===== src/rtl/krz_spram_arbiter.sv =====
// Two-master Wishbone arbiter in front of the shared main-memory SPRAM bank.
// Each transfer takes an address cycle (IDLE) and an ack cycle (ACK).
module krz_spram_arbiter #(
    parameter int AW         = 15,
    parameter int ARB_MODE   = 0,
    parameter int STARVE_MAX = 4
) (
    input  logic          clk,
    input  logic          rst,

    input  logic [AW-1:0] instr_adr,
    input  logic          instr_stb,
    output logic [31:0]   instr_dat,
    output logic          instr_ack,

    input  logic [AW-1:0] data_adr,
    input  logic [31:0]   data_dat_w,
    input  logic [3:0]    data_sel,
    input  logic          data_we,
    input  logic          data_stb,
    output logic [31:0]   data_dat_r,
    output logic          data_ack,

    output logic [AW-1:0] mem_addr,
    output logic [31:0]   mem_wdata,
    output logic [3:0]    mem_wmask,
    output logic          mem_we,
    output logic          mem_cs,
    input  logic [31:0]   mem_rdata
);

    localparam logic [0:0] S_IDLE = 1'b0;
    localparam logic [0:0] S_ACK  = 1'b1;

    localparam logic G_INSTR = 1'b0;
    localparam logic G_DATA  = 1'b1;

    localparam int CW = (STARVE_MAX < 1) ? 1 : $clog2(STARVE_MAX + 1);
    localparam logic [CW-1:0] SMAX = CW'(STARVE_MAX);

    logic [0:0]    state;
    logic          grant;
    logic          last_grant;
    logic [CW-1:0] starve_cnt;

    logic          req;
    logic          accept;
    logic          data_pref;
    logic          win_d;

    always_comb begin
        req    = instr_stb | data_stb;
        accept = (state == S_IDLE) & req;
        if (ARB_MODE == 0) begin
            data_pref = (last_grant == G_INSTR);
        end else begin
            data_pref = (starve_cnt != SMAX);
        end
        // a lone requester always wins; the preference only breaks ties
        win_d = data_stb & (~instr_stb | data_pref);
    end

    always_comb begin
        mem_cs    = 1'b0;
        mem_we    = 1'b0;
        mem_addr  = '0;
        mem_wdata = '0;
        mem_wmask = '0;
        if (accept) begin
            mem_cs = 1'b1;
            if (win_d) begin
                mem_addr = data_adr;
                if (data_we) begin
                    mem_we    = 1'b1;
                    mem_wdata = data_dat_w;
                    mem_wmask = data_sel;
                end
            end else begin
                mem_addr = instr_adr;
            end
        end
    end

    always_ff @(posedge clk or posedge rst) begin
        if (rst) begin
            state      <= S_IDLE;
            grant      <= G_INSTR;
            last_grant <= G_INSTR;
        end else begin
            if (state == S_IDLE) begin
                if (req) begin
                    state      <= S_ACK;
                    grant      <= win_d;
                    last_grant <= win_d;
                end
            end else begin
                state <= S_IDLE;
            end
        end
    end

    always_ff @(posedge clk or posedge rst) begin
        if (rst) begin
            starve_cnt <= '0;
        end else if (ARB_MODE != 0 && state == S_IDLE) begin
            if (!instr_stb) begin
                starve_cnt <= '0;
            end else if (!win_d) begin
                starve_cnt <= '0;
            end else if (starve_cnt != SMAX) begin
                starve_cnt <= starve_cnt + 1'b1;
            end
        end
    end

    always_comb begin
        instr_ack  = (state == S_ACK) & (grant == G_INSTR);
        data_ack   = (state == S_ACK) & (grant == G_DATA);
        instr_dat  = instr_ack ? mem_rdata : 32'h0;
        data_dat_r = data_ack ? mem_rdata : 32'h0;
    end

endmodule


===== config.mk =====
export PLATFORM = sky130hd
export DESIGN_NAME = krz_spram_arbiter
export DESIGN_NICKNAME = d
export VERILOG_FILES = /design/src/rtl/krz_spram_arbiter.sv
export SDC_FILE = /design/constraint.sdc
export NUM_CORES = 1
export LEC_CHECK = 0
export ABC_AREA = 1
export CORE_AREA = 2 2 87 89
export DETAILED_ROUTE_END_ITERATION = 16
export DIE_AREA = 0 0 89 91
export PLACE_DENSITY = 0.72
export SETUP_SLACK_MARGIN = 0.02
export SLEW_MARGIN = 20
export SYNTH_ARGS = -nofsm -noshare
export SYNTH_HDL_FRONTEND = slang
export SYNTH_SLANG_ARGS = --single-unit

===== constraint.sdc =====
create_clock -name clk -period 1.3 [get_ports clk]
set_clock_uncertainty 0.1 [all_clocks]
set_input_delay 0.195 -clock clk [delete_from_list [all_inputs] [get_ports clk]]
set_output_delay 0.195 -clock clk [all_outputs]
set_load 0.01 [all_outputs]

==> Word-level counts from Yosys, hierarchy flattened <==
Cells that the tools add are included.
{ "classes": {"n_mul": 0, "shift": 0, "muxes": 16, "div_mod_pow": 0, "n_eq_ne": 0, "n_bitwise": 9, "addsub": 0, "n_reduce_logical": 1, "magnitude_cmp": 0} }
{ "ops": {"columns": ["cell", "n"], "rows": [
  ["$mux W32", 5],
  ["$mux W15", 2],
  ["$mux W4", 3],
  ["$mux W1", 6],
  ["$and A1 B1 Y1", 4],
  ["$not A1 Y1", 3],
  ["$or A1 B1 Y1", 2],
  ["$reduce_and A2 Y1", 1]
]} }
{ "word_totals": {"latch_bits": 0, "mem_count": 0, "ram_bits": 0, "output_inout_bits": 119, "rom_bits": 0, "register_bits": 2, "input_bits": 103, "wordCells": 28} }

==> Longest topological paths before layout <==
Gate-level depths: netlist (run 1).
{ "depth": {"ltp_word": 5, "depth_mapped": 6, "ltp_nobuf": 4} }

==> Worst setup path before layout (run 1) <==
No wires, ideal clock.
{ "synth_timing": {"path_kind": "register -> output", "from": "reg last_grant", "to": "out mem_wdata[10]", "path_buffers": 2, "required_ns": 1.005, "arrival_time_ns": 1.035, "path_stages_with_launch": 6, "path_slack_ns": -0.030, "path_cell_list": "dfrtp_1 nand2_1 buf_4 buf_4 nand4_1 nor2_1"} }
{ "synth_between": {"elab_chain_cells": 5} }
{ "synth_lines": {"columns": ["item", "line", "text"], "rows": [
  ["start: declaration", "43", "logic last_grant;"],
  ["start signal: assignment", "94", "last_grant <= win_d;"],
  ["$not A1 Y1", null, null],
  ["$or A1 B1 Y1", "60", "win_d = data_stb & (~instr_stb | data_pref);"],
  ["$and A1 B1 Y1", "60", null],
  ["$mux W32", "71", "if (win_d) begin"],
  ["$mux W32", "69", "if (accept) begin"],
  ["end: declaration", "25", "output logic [31:0] mem_wdata,"]
]} }
Every way passes these cells.

==> Final worst setup path (run 1) <==
{ "layout_timing": {"from": "reg state", "to": "out mem_addr[1]"} }
{ "layout_between": {"elab_chain_cells": 3} }
{ "layout_lines": {"columns": ["item", "line", "text"], "rows": [
  ["start: declaration", "41", "logic [0:0] state;"],
  ["start signal: assignment", "86", "state <= S_IDLE;"],
  ["start signal: assignment", "92", "state <= S_ACK;"],
  ["start signal: assignment", "97", "state <= S_IDLE;"],
  ["$not A1 Y1 (no line)", null, null],
  ["$and A1 B1 Y1", "53", "accept = (state == S_IDLE) & req;"],
  ["$mux W15", "69", null],
  ["end: declaration", "24", "output logic [AW-1:0] mem_addr,"]
]} }
Every way passes these cells.

==> impl_metrics.py, run 1 <==
metrics = {
    "status": {
        "status": "complete, but fails checks",
        "violations": "setup timing",
    },
    "clock_tree": {
        "cts_sinks": 2,
        "htree_levels": 1,
        "cts_buffers": 3,
        "clk_pin_slew_worst_paths_ns": 0.03,
        "cts_tree": "yes",
        "clock_path_buffers": 2,
        "cts-root-buf": "clkbuf_8",
        "postCtsHoldBufs": 0,
        "clock_latency_ns": 0.21,
    },
    "sta": {
        "hold_viol_final": 0,
        "period_share_pct": 126,
        "maxSlewViolCount": 0,
        "setup_violations": 119,
        "fmax_mhz": 612,
        "tightestPinTransition_ns": 0.292,
        "slew_headroom_pct": 80.5,
        "rsz0062_at_grt": "true",
        "setup_slack_ns": -0.334,
        "layout_min_cycle_time_ns": 1.63,
    },
    "place": {
        "gp_congestion": 0.802,
        "io_buffers": 221,
        "place_inst": 597,
        "dp_hpwl_um": 6010,
    },
    "critical_path": {
        "r2r_cells": 5,
        "endpoint_kind": "output pin",
        "cp-start-kind": "register",
        "crit_type": "reg2out",
        "arrival_ns": 1.34,
        "crit_fanout": 8,
        "critPathLaunch": "state",
        "crit_required_ns": 1.00,
        "regToRegStartpoint": "last_grant",
    },
    "yosys": {
        "synth_top_area_cell": "nor2_1",
        "yosysTopAreaCellShare_pct": 32.4,
        "synth_warnings": 0,
        "ys_ff_latch": 2,
        "synth_area_um2": 1360,
        "netlist_instances": 289,
        "synth_fp_nets": 392,
        "ys_seq_area_share_pct": 3.69,
        "yosys.cell_types.count": 15,
        "synth_area_leaders": "nor2_1 32%, nand4_1 17%, inv_1 14%, nand3_1 5.9%, a21oi_1 5.5%",
        "avgSynthCellArea_um2": 4.70,
    },
    "floorplan": {
        "die-height_um": 91,
        "start_util_pct": 19.0,
        "dieArea_um2": 8100,
        "rows": 31,
        "core_um2": 7140,
        "die_x_um": 89,
        "ios": 222,
    },
    "power_and_ir_drop": {
        "ir_drop_mv": 0.443,
        "p_per_area_nw_per_um2": 593,
        "p_leak_nw": 2.01,
    },
    "layout": {
        "antenna_cells": 0,
        "layout.nets": 619,
        "drive_above_1_share_pct": 44.2,
        "final_cell_mix": "117 x buf_2, 99 x clkdlybuf4s50_1, 73 x nor2_1, 50 x inv_1, 43 x nor2_2",
        "fin_util_pct": 51.6,
        "layout_commonest_cell": "buf_2",
        "area_growth_pct": 171,
        "finalNonFillerCells": 613,
    },
    "grt": {
        "grt_pass1_wl_um": 12400,
        "antenna_found_initial": 0,
        "grt_pass1_vias": 2558,
        "grt_max_degree": 60,
        "grt-ovfl-total": 0,
        "grt_util_all_layers_pct": 18.7,
    },
    "detailed_routing": {
        "drc": 0,
        "postRouteAntennaNets": 0,
        "drt-pass1-iter-count": 4,
        "first_iter_violations": 102,
        "vias": 2698,
        "drt_wl_total_um": 8510,
        "viasPerCell": 4.40,
        "post_drt_wl_per_cell_um": 13.9,
    },
    "min_path": {
        "hp-class": "in2async",
    },
    "job": {
        "maxCapViolCount": 0,
    },
}
-- worst max-delay path: stages (launching register included) --
cell and delay, ns:
dfrtp_1 0.38, buf_6 0.13, nor2_4 0.16, clkbuf_16 0.19
nand2_2 0.05, nor2_2 0.09, buf_2 0.13
-- power by group --
| part | internal [mW] | switching (mW) | total [mW] |
|---|---|---|---|
| Clock | 0.196 | 0.0458 | 0.241 |
| Sequential | 0.0729 | 0.0111 | 0.0840 |
| Combinational | 0.949 | 0.910 | 1.86 |
| Total | 1.22 | 0.967 | 2.18 |
-- path summary, 6_finish.rpt --
check	end	slack [ns]
max	mem_addr[1]	-0.33
min	last_grant	0.05
max reg2reg	last_grant	0.09
min reg2reg	state	0.45
max in group asynchronous	state	0.94
min in group clk	state	0.40
-- through the flow --
stage | cell area [um^2] | power, mW | hold WS, ns | setup WS [ns] | setup TNS, ns
global placement | 3820 | 1.87 | 0.260 | -0.870 | -68.83
finish | 3680 | 2.18 | 0.0492 | -0.334 | -35.01
floorplan | 1430 | 0.823 | -0.164 | -0.0169 | -0.768
global route | 3680 | 2.33 | 0.0634 | -0.406 | -41.79
detailed placement | 3820 | 1.88 | 0.265 | -0.881 | -70.32
CTS | 3730 | 2.19 | 0.0506 | -0.389 | -35.36
-- state kept, by name, summed over array words and instances (netlist names) --
signal,flops
last_grant,1
state,1
-- cell usage after synthesis --
master / n
buf_6: 5
nor2_2: 1
a21oi_1: 15
nor2_4: 1
clkbuf_1: 3
nand4_1: 36
buf_2: 15
inv_1: 50
nand3_1: 16
dfrtp_1: 2
o21ai_4: 1
inv_2: 2
buf_4: 6
nand2_1: 19
nor2_1: 117
-- what timing repair did --
item / 4_1_cts / 5_1_grt
gates cloned: 6 / 2
resized for setup: 482 / 60
pin swaps: 4 / 16
setup endpoints to repair: 120 / 120
buffers inserted: 7 / 1
-- area by class of cell --
type	count	area (um^2)
multi-input combinational	206	1150
timing repair buffer	251	2110
tap	99	124
fill	756	3460
sequential	2	50.0
clock buffer	3	41.3
inverter	52	200
-- per-layer routing --
layer	global-route usage (%)	vias to the layer above	share of wire [%]
li1	-	1348	-
met1	21.9	1212	39
met2	33.9	128	51
met3	4.09	10	8.5
met4	4.35	0	1.3
met5	0	-	0
-- kinds of logic after synthesis --
kind of cell           share of synthesized area, %
buffers and inverters                          28.2
AND/OR/NAND/NOR                                61.4
flip-flops                                     3.69
AO/OA/AOI/OAI                                  6.73
No activity file was read; power rests on OpenSTA's default activity.
==> run 2: changes to the inputs <==
--- a/config.mk
+++ b/config.mk
@@ -11,4 +11,5 @@
 export DIE_AREA = 0 0 89 91
 export PLACE_DENSITY = 0.72
+export REMOVE_ABC_BUFFERS = 1
 export SETUP_SLACK_MARGIN = 0.02
 export SLEW_MARGIN = 20
==> constraint.sdc (replaced) <==
create_clock -name clk -period 1.3 [get_ports clk]
set_clock_uncertainty 0.1 [all_clocks]
set_input_delay 0.39 -clock clk [delete_from_list [all_inputs] [get_ports clk]]
set_output_delay 0.39 -clock clk [all_outputs]
set_load 0.01 [all_outputs]
==> run 2 against run 1 <==
  * The flow still finishes with violations (setup timing)
  * Critical path depth is 1 higher
  * Worst setup slack worse by 0.31 ns
  * Final cell count is 6.9% higher
  * Sequential share of layout area is 0.30 points lower
  * Sequential power is 3.8% higher
  * Hold slack better by 0.20 ns
  * Combinational power is 44% higher
  * Count of clock-buffer cells in the layout stayed put
  * Global-route usage is 1.9 points higher
  * Maximum frequency is 16% lower
  * Critical path type unchanged
==> impl_metrics.py, run 2 (synthesized netlist as in run 1, its figures left out) <==
metrics = {
    "detailed_routing": {
        "first_iter_violations": 70,
        "drt_wl_total_um": 10700,
        "vias": 3015,
        "post_drt_wl_per_cell_um": 16.3,
        "drt-pass1-iter-count": 4,
        "viasPerCell": 4.60,
        "postRouteAntennaNets": 0,
        "drc": 0,
    },
    "sta": {
        "tightestPinTransition_ns": 0.281,
        "setup_violations": 120,
        "period_share_pct": 150,
        "maxSlewViolCount": 0,
        "slew_headroom_pct": 81.3,
        "setup_slack_ns": -0.644,
        "fmax_mhz": 514,
        "rsz0062_at_grt": "true",
        "hold_viol_final": 0,
        "layout_min_cycle_time_ns": 1.94,
    },
    "critical_path": {
        "reg2reg_slack_ns": -0.01,
        "endpoint_kind": "output pin",
        "cp-endpoint": "mem_wdata[17]",
        "crit_fanout": 5,
        "r2r_cells": 7,
        "cp-start-kind": "register",
        "crit_cells": 7,
        "r2r-end": "last_grant",
        "critPathMaxStageDelay_ns": 0.41,
        "critPathLaunch": "state",
        "crit_required_ns": 0.81,
        "arrival_ns": 1.45,
        "crit_chain": "inv_2 -> buf_6 -> o21ai_4 -> buf_8 -> buf_16 -> nor2_1 -> buf_2",
        "regToRegStartpoint": "state",
        "cpLargestDelayFamily": "buffers and inverters",
        "worstPathBufferInverterCount": 5,
        "cpMaxStageDelayCell": "dfrtp_1",
        "crit_type": "reg2out",
    },
    "power_and_ir_drop": {
        "power.share.clock_pct": 8.3,
        "ir_drop_mv": 0.335,
        "swShare_pct": 41.8,
        "p_sw_mw": 1.25,
        "sequentialPowerShare_pct": 2.9,
        "p_int_mw": 1.75,
        "power_mw": 3.00,
        "p_per_area_nw_per_um2": 622,
        "p_leak_nw": 2.35,
        "comb_power_share_pct": 88.8,
    },
    "status": {
        "violations": "setup timing",
        "status": "complete, but fails checks",
    },
    "grt": {
        "antenna_found_initial": 1,
        "grt_pass1_wl_um": 13300,
        "grt_pass1_vias": 2766,
        "grt_max_degree": 26,
        "grt_util_all_layers_pct": 20.6,
        "grt-ovfl-total": 0,
    },
    "clock_tree": {
        "cts_sinks": 2,
        "cts_tree": "yes",
        "htree_levels": 1,
        "clk_pin_slew_worst_paths_ns": 0.03,
        "cts-root-buf": "clkbuf_8",
        "clock_latency_ns": 0.21,
        "clock_path_buffers": 2,
        "cts_buffers": 3,
    },
    "job": {
        "maxCapViolCount": 0,
    },
    "floorplan": {
        "ios": 222,
        "core_um2": 7140,
        "dieArea_um2": 8100,
        "die-height_um": 91,
        "die_x_um": 89,
        "rows": 31,
        "start_util_pct": 19.0,
    },
    "layout": {
        "final_cell_area_um2": 4830,
        "area_growth_pct": 256,
        "fin_util_pct": 67.6,
        "n_fill_cell": 571,
        "reg_top3": "last_grant (1), state (1)",
        "layout_commonest_cell": "clkdlybuf4s50_1",
        "drive_above_1_share_pct": 51.5,
        "final_cell_mix": "99 x clkdlybuf4s50_1, 76 x buf_6, 73 x buf_2, 49 x inv_1, 48 x nor2_1",
        "layout.nets": 660,
    },
    "place": {
        "dp_hpwl_um": 6240,
        "io_buffers": 221,
        "gp_congestion": 0.806,
        "post-place-ws_ns": -1.19,
        "placed_area_um2": 3740,
    },
    "min_path": {
        "hp-class": "in2async",
    },
}
## run 2: final cells by class
class	count	area [um^2]	share of cell area, %
Antenna cell	1	2.50	0.0518
Clock buffer	3	41.3	0.855
Inverter	52	203	4.20
Multi-Input combinational cell	206	1400	29.0
Sequential cell	2	51.3	1.06
Tap cell	99	124	2.57
Timing Repair Buffer	292	3000	62.2
## run 2: worst min path at each step
stage / endpoint / slack [ns] / depth (start not counted)
floorplan: last_grant / 0.03 / 1
global placement: last_grant / 0.46 / 2
detailed placement: last_grant / 0.46 / 2
CTS: last_grant / 0.26 / 2
global route: last_grant / 0.26 / 2
finish: last_grant / 0.25 / 2
## run 2: what timing repair did
item | in CTS | in global routing
pin swaps | 32 | 34
hold buffers | 0 | 0
endpoints found under the setup margin | 120 | 120
cloned | 14 | 6
setup buffers | 16 | 20
gates resized for setup | 470 | 249
## run 2: routing by layer
layer	GRT usage, %	wire, um	up-vias
met5	0	0	-
met4	4.85	376	0
met3	4.36	838	24
met2	41.2	5760	157
met1	20.8	3720	1391
li1	-	-	1443
## run 2: power by group through the flow
| stage | sequential, mW | combinational [mW] | clock, mW |
|---|---|---|---|
| 2_1_floorplan | 0.0841 | 0.567 | 0 |
| 3_3_place_gp | 0.0872 | 1.72 | 0 |
| 3_5_place_dp | 0.0878 | 1.73 | 0 |
| 4_1_cts | 0.0874 | 2.10 | 0.251 |
| 5_1_grt | 0.0884 | 2.81 | 0.263 |
| 6_report | 0.0872 | 2.67 | 0.248 |
## run 2: per-stage QoR
step                hold WS (ns)  cells  TNS, ns
floorplan                 0.0312    260   -70.86
global placement           0.460    602  -106.72
detailed placement         0.455    602  -107.75
CTS                        0.257    635   -65.53
global route               0.264    655   -70.23
finish                     0.247    655   -64.96
==> run 3: changes to the inputs <==
ABC_AREA = 0   (was 1)
CORE_AREA = 4 4 83 85   (was 2 2 87 89)
DIE_AREA = 0 0 87 89   (was 0 0 89 91)
PLACE_DENSITY = 0.77   (was 0.72)
==> run 3 against run 2 <==
  * The run still ends with setup timing left
  * Synthesized area decreased by 16%
  * Maximum frequency decreased by 6.1%
  * First-iteration DRC count decreased by 23%
  * Sequential power increased by 0.5%
  * Combinational power about the same
  * Count of clock-buffer cells in the layout unchanged
  * Via count decreased by 25%
  * Synthesized cell count decreased by 43%
  * Total power decreased by 0.73%
  * Wire length decreased by 11%
  * Sequential share of layout area increased by 0.11 points
  * Clock power about the same
  * Largest cell class unchanged
==> impl_metrics.py, run 3 <==
metrics = {
    "critical_path": {
        "crit_fanout": 27,
        "endpoint_kind": "output pin",
        "arrival_ns": 1.58,
        "crit_required_ns": 0.81,
        "r2r_cells": 4,
        "crit_type": "reg2out",
        "cp-start-kind": "register",
    },
    "grt": {
        "grt_max_degree": 28,
        "grt_pass1_wl_um": 12400,
        "antenna_found_initial": 0,
        "grt-ovfl-total": 0,
        "grt_pass1_vias": 2252,
        "grt_util_all_layers_pct": 20.4,
    },
    "sta": {
        "hold_viol_final": 0,
        "slew_headroom_pct": 86.4,
        "period_share_pct": 159,
        "whs_ns": 0.245,
        "tightestPinTransition_ns": 0.203,
        "tns_ns": -71.45,
        "layout_min_cycle_time_ns": 2.07,
        "setup_slack_ns": -0.770,
        "setup_violations": 119,
        "maxSlewViolCount": 0,
        "fmax_mhz": 483,
        "rsz0062_at_grt": "true",
    },
    "clock_tree": {
        "cts_buffers": 3,
        "clk_pin_slew_worst_paths_ns": 0.03,
        "cts_sinks": 2,
        "htree_levels": 1,
        "cts_tree": "yes",
        "clock_latency_ns": 0.21,
        "cts-root-buf": "clkbuf_8",
        "clock_path_buffers": 2,
        "postCtsHoldBufs": 0,
    },
    "floorplan": {
        "rows": 29,
        "start_util_pct": 18.3,
        "core_um2": 6200,
        "die-height_um": 89,
        "ios": 222,
        "die_x_um": 87,
        "dieArea_um2": 7740,
    },
    "yosys": {
        "synth_edf_count": 0,
        "yosys.cell_types.count": 18,
        "synth_most_common_cell": "and2_1",
        "netlist_instances": 164,
        "yosysTopAreaCellShare_pct": 22.4,
        "ys_seq_area_share_pct": 4.42,
        "ys_ff_latch": 2,
        "synth_warnings": 0,
        "avgSynthCellArea_um2": 6.91,
        "async_flop_share_pct": 100,
        "synth_area_leaders": "and2_4 22%, and2_1 22%, and3_1 18%, a32oi_1 12%, nor2_1 5.6%",
        "ys_top_cells_by_count": "40 x and2_1, 32 x and3_1, 29 x and2_4",
        "ys.flop_type": "dfrtp_1",
        "synth_top_area_cell": "and2_4",
        "synth_area_um2": 1130,
    },
    "layout": {
        "drive_above_1_share_pct": 60.0,
        "layout.nets": 528,
        "antenna_cells": 0,
        "final_cell_mix": "110 x buf_6, 108 x clkdlybuf4s50_1, 69 x and2_4, 26 x and3_1, 23 x buf_2",
        "multi_input_area_um2": 1120,
        "fin_util_pct": 69.0,
        "register_area_um2": 50.0,
        "reg_top3": "last_grant (1), state (1)",
        "layout_commonest_cell": "buf_6",
        "area_growth_pct": 278,
        "final_cell_area_um2": 4280,
        "finalNonFillerCells": 500,
        "n_fill_cell": 503,
    },
    "place": {
        "placed_area_um2": 3510,
        "post-place-ws_ns": -1.38,
        "gp_congestion": 0.812,
        "dp_hpwl_um": 6170,
        "io_buffers": 221,
        "place_inst": 460,
    },
    "job": {
        "maxCapViolCount": 0,
    },
    "detailed_routing": {
        "drc": 0,
        "drt_wl_total_um": 9500,
        "vias": 2269,
        "drt-pass1-iter-count": 4,
        "first_iter_violations": 54,
        "postRouteAntennaNets": 0,
        "viasPerCell": 4.54,
        "post_drt_wl_per_cell_um": 19.0,
    },
    "power_and_ir_drop": {
        "power.share.clock_pct": 8.3,
        "p_int_mw": 1.92,
        "p_per_area_nw_per_um2": 696,
        "p_leak_nw": 2.09,
        "swShare_pct": 35.6,
        "comb_power_share_pct": 88.7,
        "power_mw": 2.98,
        "ir_drop_mv": 0.385,
        "sequentialPowerShare_pct": 2.9,
        "p_sw_mw": 1.06,
    },
    "status": {
        "status": "complete, but fails checks",
        "violations": "setup timing",
    },
    "min_path": {
        "hp-class": "in2async",
    },
}
run 3: cell type report:
type / instances / share of cell area (%)
timing repair buffer: 276 / 69.2
inverter: 2 / 0.175
clock buffer: 3 / 0.965
tap: 77 / 2.25
multi-input combinational: 140 / 26.3
sequential: 2 / 1.17
run 3: worst paths after layout:
kind                       startpoint        endpoint  slack (ns)
max                        last_grant  data_dat_r[10]       -0.77
min                               rst           state        0.25
max reg2reg                     state           state        0.18
min reg2reg                last_grant      last_grant        0.64
max in group asynchronous         rst      last_grant        0.74
min in group clk             data_stb           state        0.64
run 3: routing by layer:
| metal | GRT usage [%] | vias up | routed length [um] |
|---|---|---|---|
| li1 | - | 1083 | - |
| met1 | 22.4 | 1064 | 3380 |
| met2 | 39.8 | 112 | 5280 |
| met3 | 3.23 | 10 | 678 |
| met4 | 6.23 | 0 | 158 |
| met5 | 0 | - | 0 |
run 3: power by group through the flow:
| stage | Clock, mW | Combinational, mW | Sequential [mW] |
|---|---|---|---|
| 5_1_grt | 0.271 | 2.78 | 0.0896 |
| 4_1_cts | 0.258 | 2.30 | 0.0874 |
| 3_5_place_dp | 0 | 1.89 | 0.0920 |
| 3_3_place_gp | 0 | 1.87 | 0.0918 |
| 6_report | 0.249 | 2.64 | 0.0876 |
| 2_1_floorplan | 0 | 0.561 | 0.156 |
run 3: cells by family after synthesis:
| group | synth area share (%) |
|---|---|
| flip-flops | 4.42 |
| AND/OR/NAND/NOR | 70.2 |
| AO/OA/AOI/OAI | 14.2 |
| buffers and inverters | 11.1 |
run 3: timing repair:
action,CTS,global route
gates resized for setup,501,124
setup buffers,23,6
gates cloned,9,5
pin swaps,30,48
endpoints found under the setup margin,121,119
run 3: worst max-delay path, stage by stage (launching register included):
cell             delay, ns
dfrtp_1               0.36
buf_6                 0.13
buf_8                 0.17
and3_1                0.17
clkdlybuf4s50_1       0.54
